### src/rtl/fp_addsub_issue.sv
// Operand-issue stage ahead of the combinational FP adder: folds subtract into b's sign,
// orders operands by magnitude, pre-classifies specials, and issues through a 2-entry skid buffer.
module fp_addsub_issue #(
  parameter int NEXP = 8,
  parameter int NSIG = 23,
  parameter int TAGW = 4
) (
  input  logic                 clk,
  input  logic                 rst_n,
  input  logic                 in_valid,
  output logic                 in_ready,
  input  logic [NEXP+NSIG:0]   in_a,
  input  logic [NEXP+NSIG:0]   in_b,
  input  logic                 in_op,
  input  logic [TAGW-1:0]      in_tag,
  output logic                 out_valid,
  input  logic                 out_ready,
  output logic [NEXP+NSIG:0]   out_a,
  output logic [NEXP+NSIG:0]   out_b,
  output logic                 out_swap,
  output logic [2:0]           out_special,
  output logic [TAGW-1:0]      out_tag
);

  localparam int W = NEXP + NSIG + 1;

  typedef enum logic [2:0] {
    SPC_NORMAL  = 3'd0,
    SPC_NAN     = 3'd1,
    SPC_INVALID = 3'd2,
    SPC_INF     = 3'd3,
    SPC_ZERO    = 3'd4
  } special_e;

  typedef struct packed {
    logic [W-1:0]    a;
    logic [W-1:0]    b;
    logic            swap;
    special_e        special;
    logic [TAGW-1:0] tag;
  } item_t;

  // Input-side pre-processing
  logic [W-1:0]    b_eff;
  logic [NEXP-1:0] exp_a, exp_b;
  logic [NSIG-1:0] frac_a, frac_b;
  logic            a_nan, b_nan, a_snan, b_snan, a_qnan, b_qnan, a_inf, b_inf;
  item_t           pre;

  assign b_eff  = {in_b[W-1] ^ in_op, in_b[W-2:0]};
  assign exp_a  = in_a[W-2 -: NEXP];
  assign exp_b  = in_b[W-2 -: NEXP];
  assign frac_a = in_a[NSIG-1:0];
  assign frac_b = in_b[NSIG-1:0];

  assign a_nan  = (&exp_a) && (|frac_a);
  assign b_nan  = (&exp_b) && (|frac_b);
  assign a_snan = a_nan && !frac_a[NSIG-1];
  assign b_snan = b_nan && !frac_b[NSIG-1];
  assign a_qnan = a_nan && frac_a[NSIG-1];
  assign b_qnan = b_nan && frac_b[NSIG-1];
  assign a_inf  = (&exp_a) && !(|frac_a);
  assign b_inf  = (&exp_b) && !(|frac_b);

  // NOTE: every variable driven in always_comb gets a default first so no latch is inferred.
  always_comb begin
    pre         = '0;
    pre.tag     = in_tag;
    pre.swap    = in_a[W-2:0] < in_b[W-2:0];
    if (pre.swap) begin
      pre.a = b_eff;
      pre.b = in_a;
    end else begin
      pre.a = in_a;
      pre.b = b_eff;
    end
    // Priority order: invalid, NaN propagate, infinity, zero/denormal pair
    if (a_snan || b_snan || (a_inf && b_inf && (in_a[W-1] != b_eff[W-1])))
      pre.special = SPC_INVALID;
    else if (a_qnan || b_qnan)
      pre.special = SPC_NAN;
    else if (a_inf || b_inf)
      pre.special = SPC_INF;
    else if ((exp_a == '0) && (exp_b == '0))
      pre.special = SPC_ZERO;
    else
      pre.special = SPC_NORMAL;
  end

  // Skid buffer: M drives the outputs, S only fills while M is stalled
  item_t m_q, s_q, m_d, s_d;
  logic  m_valid_q, s_valid_q, m_valid_d, s_valid_d;
  logic  ready_q;
  logic  accept, issue;

  assign accept = in_valid && ready_q;
  assign issue  = m_valid_q && out_ready;

  always_comb begin
    m_d       = m_q;
    s_d       = s_q;
    m_valid_d = m_valid_q;
    s_valid_d = s_valid_q;
    if (issue && s_valid_q) begin
      // ready_q is low whenever S is full, so no accept can collide here
      m_d       = s_q;
      s_valid_d = 1'b0;
    end else if (accept && (!m_valid_q || issue)) begin
      m_d       = pre;
      m_valid_d = 1'b1;
    end else if (accept) begin
      s_d       = pre;
      s_valid_d = 1'b1;
    end else if (issue) begin
      m_valid_d = 1'b0;
    end
  end

  // NOTE: sequential state uses non-blocking assignments so every flop samples pre-edge values.
  always_ff @(posedge clk or negedge rst_n) begin
    if (!rst_n) begin
      m_valid_q <= 1'b0;
      s_valid_q <= 1'b0;
      ready_q   <= 1'b1;
      // NOTE: data registers are reset too, because the outputs must read zero out of reset.
      m_q       <= '0;
      s_q       <= '0;
    end else begin
      m_valid_q <= m_valid_d;
      s_valid_q <= s_valid_d;
      ready_q   <= !s_valid_d;
      m_q       <= m_d;
      s_q       <= s_d;
    end
  end

  assign in_ready    = ready_q;
  assign out_valid   = m_valid_q;
  assign out_a       = m_q.a;
  assign out_b       = m_q.b;
  assign out_swap    = m_q.swap;
  assign out_special = m_q.special;
  assign out_tag     = m_q.tag;

endmodule

### config.mk
export PLATFORM = sky130hd
export DESIGN_NAME = fp_addsub_issue
export DESIGN_NICKNAME = d
export VERILOG_FILES = /design/src/rtl/fp_addsub_issue.sv
export SDC_FILE = /design/constraint.sdc
export NUM_CORES = 1
export LEC_CHECK = 0
export CORE_UTILIZATION = 40
export CTS_CLUSTER_SIZE = 14
export DETAILED_ROUTE_END_ITERATION = 16
export HOLD_SLACK_MARGIN = 0.03
export MAX_ROUTING_LAYER = met4
export PLACE_DENSITY = 0.71
export SYNTH_ARGS = -nofsm -noshare
export SYNTH_HDL_FRONTEND = slang
export SYNTH_SLANG_ARGS = --single-unit
### constraint.sdc
create_clock -name clk -period 2.5 [get_ports clk]
set_input_delay 0.5 -clock clk [delete_from_list [all_inputs] [get_ports clk]]
set_output_delay 0.5 -clock clk [all_outputs]
set_load 0.1 [all_outputs]
==> run_results.csv, run 1 <==
group,metric,value,unit
run_status,status,"completed",
place,dp_hpwl,14.6,mm
place,port_buffers,146,
grt,grt_pass1_wl,35.1,mm
sta,fin_crit_sh,0.995,
synthesis,syn_inst,721,
setup_path,regToRegSetupSlack,0.80,ns
synthesis,netlist_area,7240,sq um
synthesis,synth.avg_cell_area,10.0,sq um
synthesis,synth_warnings,0,
synthesis,synth_cell_type_count,38,
setup_path,worstPathRequired,2.79,ns
pwr,pwr_density_cell,1330,nW/um^2
cells_and_area,layout-drive-gt1-share,0.349,
detailed_routing,viasPerCell,5.67,
sta,tightest_slew,0.613,ns
cts,cts_sinks,147,
min_path,hp-class,"reg -> reg",
grt,grt.busiest_layer,"met2",
floorplanning,fp.dieH,137,um
cells_and_area,fin_area,11100,sq um
pwr,peakVddDrop,0.00118,V
setup_path,worstSetupPathType,"in -> reg",
cells_and_area,finish.utilization,0.633,
setup_path,rr_endpoint,"out_b[26]$_DFFE_PN0P_",
synthesis,async_flop_share,1.00,
synthesis,ys.flop_type,"dfrtp_1",
cts,insertion_delay,0.43,ns
flow_run,max_cap_viol_count,0,
grt,met2_usage,0.402,
min_path,min_path_cells,2,
sta,skew,0.00879,ns
cells_and_area,nFillCells,1290,
floorplanning,core_area,17500,sq um
cells_and_area,area_growth,53.0,%
synthesis,synth_area_leader_cell,"dfrtp_1",
min_path,worstHoldStart,"s_q[3]$_DFFE_PN0P_",
synthesis,synth-seq-area-share,0.508,
cts,cts_tree,"built",
sta,max_slew_margin,0.591,
cells_and_area,layout.nets,1056,
synthesis,synth_edf_count,0,
synthesis,synth_commonest_cells,"dfrtp_1 (146), o21ai_1 (132), nand2_1 (108), a22oi_1 (64), mux2i_1 (64)",
grt,grt-ovfl-total,0,
setup_path,r2r_cells,7,
grt,grt_util_all_layers,0.256,
sta,fin_ws,0.0118,ns
cts,cts_buffers,17,
detailed_routing,drc,0,
setup_path,cp.arrival,2.77,ns
synthesis,synth.most_common_cell,"dfrtp_1",
sta,final_hold_viol_count,0,
detailed_routing,drtIter0Drc,588,
cts,path_clk_slew,0.07,ns
synthesis,syn-num-nets,824,
synthesis,ys_top_cells_by_area,"dfrtp_1 (50%), o21ai_1 (9.1%), mux2i_1 (8.9%)",
grt,grt_max_degree,136,
cts,cts_max_level,4,
place,placed_area,9420,sq um
setup_path,start_kind,"input pin",
detailed_routing,routedWlPerCell,19.6,um
grt,antenna_found_initial,2,
place,gp_congestion,0.908,
detailed_routing,antenna_left,0,
sta,maxSlewViolCount,0,
grt,met3_usage,0.0478,
cts,root_buffer,"clkbuf_16",
floorplanning,io-pin-count,147,
floorplanning,dieArea,18600,sq um
sta,period_needed,2.49,ns
sta,timing.fmax,402,MHz
cts,clk_path_buf_depth,2,
sta,rsz0062_at_grt,"yes",
synthesis,yosysTopAreaCellShare,0.505,
floorplanning,initial_core_util,0.414,
min_path,min_to,"s_q[3]$_DFFE_PN0P_",
sta,setup_viol,0,
detailed_routing,routed_wl,23.4,mm
synthesis,synth-seq-cells,147,
floorplanning,die_x,137,um
setup_path,cp-end-kind,"flip-flop",
detailed_routing,num_vias,6764,
detailed_routing,drt_first_pass_iters,5,
place,post-place-ws,-0.891,ns
setup_path,path_max_fanout,9,
pwr,p_leak,5.09,nW
grt,use_met1,0.331,
setup_path,rr_startpoint,"out_valid$_DFFE_PN0P_",
floorplanning,row_count,48,
grt,grt_pass1_vias,6528,
[layer usage]
metal  vias to the layer above  part of all wire
met2                       273              0.50
met1                      3334              0.41
met5                         -                 0
met3                        50             0.062
met4                         0             0.029
li1                       3107                 -
[what timing repair did]
| action | CTS | global route |
|---|---|---|
| hold buffers | 1 | 0 |
| gates cloned | 4 | 1 |
| pin swaps | 35 | 13 |
| endpoints found under the setup margin | 130 | 120 |
| endpoints found under the hold margin | 43 | 0 |
| gates resized for setup | 160 | 79 |
| buffers inserted | 6 | 2 |
[critical path, cell delays in order]
cell	delay, ns
clkdlybuf4s50_1	0.51
inv_1	0.08
ha_4	0.15
a21o_1	0.17
a31oi_4	0.21
o41ai_4	0.12
a31oi_4	0.22
buf_4	0.14
buf_6	0.13
buf_12	0.17
mux2i_1	0.27
o21ai_1	0.09
[kinds of logic (layout without fill, tap and decap cells)]
group / Yosys count / in the layout / share of synthesized area
adders and majority gates: 30 / 30 / 0.0519
AOI/OAI and AO/OA: 238 / 238 / 0.197
buffers and inverters: 75 / 320 / 0.0498
xor gates and xnor gates: 2 / 2 / 0.00242
muxes: 65 / 65 / 0.0901
and+or+nand+nor: 164 / 164 / 0.101
other: 0 / 2 / 0
DFF: 147 / 147 / 0.508
[report_power, final]
group / leakage, nW / internal (mW) / switching (mW) / total [mW]
Sequential: 1.84 / 3.47 / 0.721 / 4.19
Combinational: 2.97 / 2.12 / 5.95 / 8.07
Clock: 0.278 / 1.40 / 1.12 / 2.51
[metrics by stage]
| stage | total power, mW | setup TNS, ns | instances | hold WS, ns |
|---|---|---|---|---|
| after floorplan | 9.73 | 0 | 721 | 0.204 |
| after global placement | 11.7 | -76.84 | 1145 | 0.459 |
| after detailed placement | 11.8 | -87.96 | 1145 | 0.459 |
| after CTS | 14.5 | 0 | 1188 | 0.480 |
| after global routing | 15.4 | -0.371 | 1193 | 0.503 |
| final | 14.8 | 0 | 1193 | 0.478 |
[worst max path at each step]
| stage | endpoint | slack (ns) | start | cells after the start |
|---|---|---|---|---|
| final | s_q[27]$_DFFE_PN0P_ | 0.01 | in_b[3] | 12 |
| after global placement | s_q[31]$_DFFE_PN0P_ | -0.79 | in_b[22] | 11 |
| after detailed placement | s_q[31]$_DFFE_PN0P_ | -0.89 | in_b[22] | 11 |
| after floorplan | out_a[24]$_DFFE_PN0P_ | 0.13 | in_b[13] | 11 |
| after global routing | s_q[51]$_DFFE_PN0P_ | -0.05 | in_b[26] | 14 |
| after CTS | s_q[36]$_DFFE_PN0P_ | 0.003 | in_b[24] | 12 |
[layout make-up]
| type | instances | area, sq um | share of cell area |
|---|---|---|---|
| multi-input cells | 499 | 4100 | 0.370 |
| flip-flops and latches | 147 | 3680 | 0.332 |
| repair buffers | 255 | 2310 | 0.209 |
| clock buffers | 17 | 425 | 0.0384 |
| well taps | 225 | 282 | 0.0254 |
| clock inverters | 15 | 145 | 0.0131 |
| inverters | 33 | 124 | 0.0112 |
| diodes | 2 | 5.00 | 0.000452 |
[cells in the final DEF, fill, tap and decap left out, types with 5 or more instances in the layout]
master / instances
inv_2: 11
ha_4: 18
dlygate4sd2_1: 35
a21oi_2: 6
nor4_1: 14
buf_4: 162
buf_16: 6
clkbuf_16: 18
o21ai_0: 6
ha_1: 12
nand4_1: 9
a31oi_1: 6
mux2i_1: 19
clkdlybuf4s15_1: 5
nand2_1: 104
nor2_1: 13
clkdlybuf4s50_1: 16
a22oi_1: 64
o21ai_2: 9
o21ai_1: 125
mux2i_4: 37
nand3_1: 5
dfrtp_1: 146
inv_1: 22
clkbuf_2: 7
mux2i_2: 8
a21oi_1: 7
buf_12: 12
inv_6: 7
[registers in the layout, indices dropped and copies added, names as in the netlist]
name         flops
s_q             72
out_a           32
out_b           32
out_tag          4
out_special      3
in_ready         1
out_swap         1
out_valid        1
s_valid_q        1
Power figures use the tool's default switching activity.
==> run 2, diff against run 1 <==
ABC_CLOCK_PERIOD_IN_PS = 2500   (was unset)
PLACE_DENSITY = unset   (was 0.71)
==> run 2 against run 1 <==
Net effect: critical path depth grew 1; design area shrank 0.34%; worst hold slack worse by 0.37 ns; critical endpoint is now out_b[2]$_DFFE_PN0P_; highest routed layer unchanged; setup slack improved by 0.028 ns; global-route usage is 1.3 points higher; via count fell by 1.3%; first-iteration DRC count fell by 20%.
==> run_results.csv, run 2 (synthesized netlist as in run 1, its figures left out) <==
group,metric,value,unit
run_status,status,"completed",
cells_and_area,layout-drive-gt1-share,0.368,
cts,cts_tree,"built",
sta,rsz0062_at_grt,"yes",
floorplanning,io-pin-count,147,
setup_path,start_kind,"input pin",
pwr,pwr-share-comb,0.522,
floorplanning,dieArea,18600,sq um
pwr,peakVddDrop,0.00117,V
sta,setup_tns,0,ns
place,dp_hpwl,15.9,mm
cells_and_area,area_growth,52.4,%
detailed_routing,drc,0,
sta,maxSlewViolCount,0,
sta,max_slew_margin,0.548,
cts,path_clk_slew,0.06,ns
cts,cts_sinks,147,
place,port_buffers,146,
detailed_routing,drtIter0Drc,470,
floorplanning,fp.dieH,137,um
sta,skew,0.00424,ns
grt,antenna_found_initial,2,
setup_path,cp-end-kind,"flip-flop",
place,placed_area,9450,sq um
pwr,p_sw_frac,0.496,
flow_run,max_cap_viol_count,0,
grt,grt_util_all_layers,0.270,
place,gp_congestion,0.923,
min_path,hp-class,"in -> async",
floorplanning,core_area,17500,sq um
cells_and_area,layout.nets,1060,
pwr,switchingPower,7.56,mW
grt,grt_pass1_vias,6865,
pwr,pwr_density_cell,1380,nW/um^2
floorplanning,die_x,137,um
detailed_routing,routedWlPerCell,19.7,um
floorplanning,initial_core_util,0.414,
setup_path,worstPathRequired,2.80,ns
detailed_routing,viasPerCell,5.59,
setup_path,worstSetupPathType,"in -> reg",
sta,period_needed,2.46,ns
pwr,p_leak,5.16,nW
pwr,p_seq_frac,0.273,
sta,fin_hold_ws,0.108,ns
detailed_routing,num_vias,6676,
cells_and_area,layout_common_cells,"buf_4 (166), dfrtp_1 (146), o21ai_1 (127)",
sta,final_hold_viol_count,0,
detailed_routing,antenna_left,0,
cells_and_area,top_register,"s_q",
cts,clk_path_buf_depth,2,
grt,grt_max_degree,71,
detailed_routing,routed_wl,23.5,mm
sta,fin_crit_sh,0.984,
cts,cts_buffers,17,
cells_and_area,layoutNonFillerInstCount,1195,
cts,insertion_delay,0.42,ns
pwr,power.clock.fraction,0.205,
cells_and_area,fin_area,11000,sq um
sta,timing.fmax,406,MHz
setup_path,cp.arrival,2.76,ns
sta,setup_viol,0,
floorplanning,row_count,48,
cts,root_buffer,"clkbuf_16",
setup_path,path_max_fanout,7,
cts,cts_max_level,4,
cells_and_area,layout_commonest_cell,"buf_4",
cells_and_area,largest_register_ffs,72,
grt,grt-ovfl-total,0,
detailed_routing,drt_first_pass_iters,4,
grt,grt_pass1_wl,36.6,mm
pwr,intPower,7.67,mW
place,place_inst,1152,
sta,tightest_slew,0.678,ns
run 2: changes by cell type in the layout (fill, tap and decap cells not counted), sizes merged, moves of 4 or more:
cell	delta
buf	+10
dlygate4sd2	-14
inv	-8
clkdlybuf4s50	-5
dlymetal6s2s	+4
clkbuf	+12
bufinv	+7
run 2: power by group through the flow:
stage | Clock (mW) | Combinational, mW | Sequential (mW)
after floorplan | 0 | 1.85 | 7.88
after detailed placement | 0 | 7.63 | 4.18
after CTS | 3.17 | 7.86 | 4.15
final | 3.12 | 7.95 | 4.16
after global routing | 3.27 | 8.36 | 4.27
after global placement | 0 | 7.52 | 4.13
run 2: per-stage QoR:
stage | total power, mW | setup WS [ns] | utilization
floorplan | 9.73 | 0.135 | -
global placement | 11.7 | -0.673 | 0.541
detailed placement | 11.8 | -0.726 | 0.541
CTS | 15.2 | 0.00354 | 0.615
global route | 15.9 | -0.0398 | 0.631
finish | 15.2 | 0.0394 | 0.631
run 2: per-layer routing:
layer | track usage | routed length [um] | vias up
met3 | 0.0648 | 1310 | 29
met1 | 0.327 | 9850 | 3341
met4 | 0.0642 | 319 | 0
li1 | - | - | 3085
met2 | 0.453 | 12000 | 221
met5 | - | 0 | -
run 2: path summary, 6_finish.rpt:
kind / start / endpoint / slack [ns] / depth (start not counted)
hold / removal: rst_n / out_b[2]$_DFFE_PN0P_ / 0.11 / 1
setup / recovery: in_a[17] / out_b[2]$_DFFE_PN0P_ / 0.04 / 13
min in group clk: s_q[6]$_DFFE_PN0P_ / out_special[2]$_DFFE_PN0P_ / 0.48 / 2
setup reg to reg: in_ready$_DFF_PN1_ / out_b[29]$_DFFE_PN0P_ / 0.71 / 6
max in group asynchronous: rst_n / s_q[56]$_DFFE_PN0P_ / 1.70 / 2
hold reg to reg: s_q[6]$_DFFE_PN0P_ / out_special[2]$_DFFE_PN0P_ / 0.48 / 2
run 2: repair_timing:
item / 4_1_cts / 5_1_grt
hold buffers: 0 / 0
gates resized for setup: 151 / 116
gates cloned: 3 / 0
pin swaps: 37 / 30
buffers inserted: 7 / 2
setup endpoints to repair: 129 / 128
run 2: worst max-delay path, stage by stage:
cell and delay [ns]:
clkdlybuf4s50_1 0.45, ha_1 0.26, a21oi_4 0.17, o21ai_4 0.09, nand2_1 0.07, o211ai_1 0.14
a31oi_4 0.22, buf_6 0.13, buf_12 0.09, buf_8 0.12, buf_12 0.16, mux2i_4 0.26
o21ai_1 0.09
run 2: cell type report:
class                           instances  area, sq um
Sequential cell                       147         3680
Clock inverter                          9          249
Tap cell                              225          282
Timing Repair Buffer                  259         2260
Antenna cell                            2         5.00
Clock buffer                           21          470
Multi-Input combinational cell        499         3960
Fill cell                            1353         6440
Inverter                               33          124
==> run 3, diff against run 2 <==
CAP_MARGIN = 5   (was unset)
==> results of run 3 <==
Same layout as run 2: the final DEF is identical, and so are final timing and power.
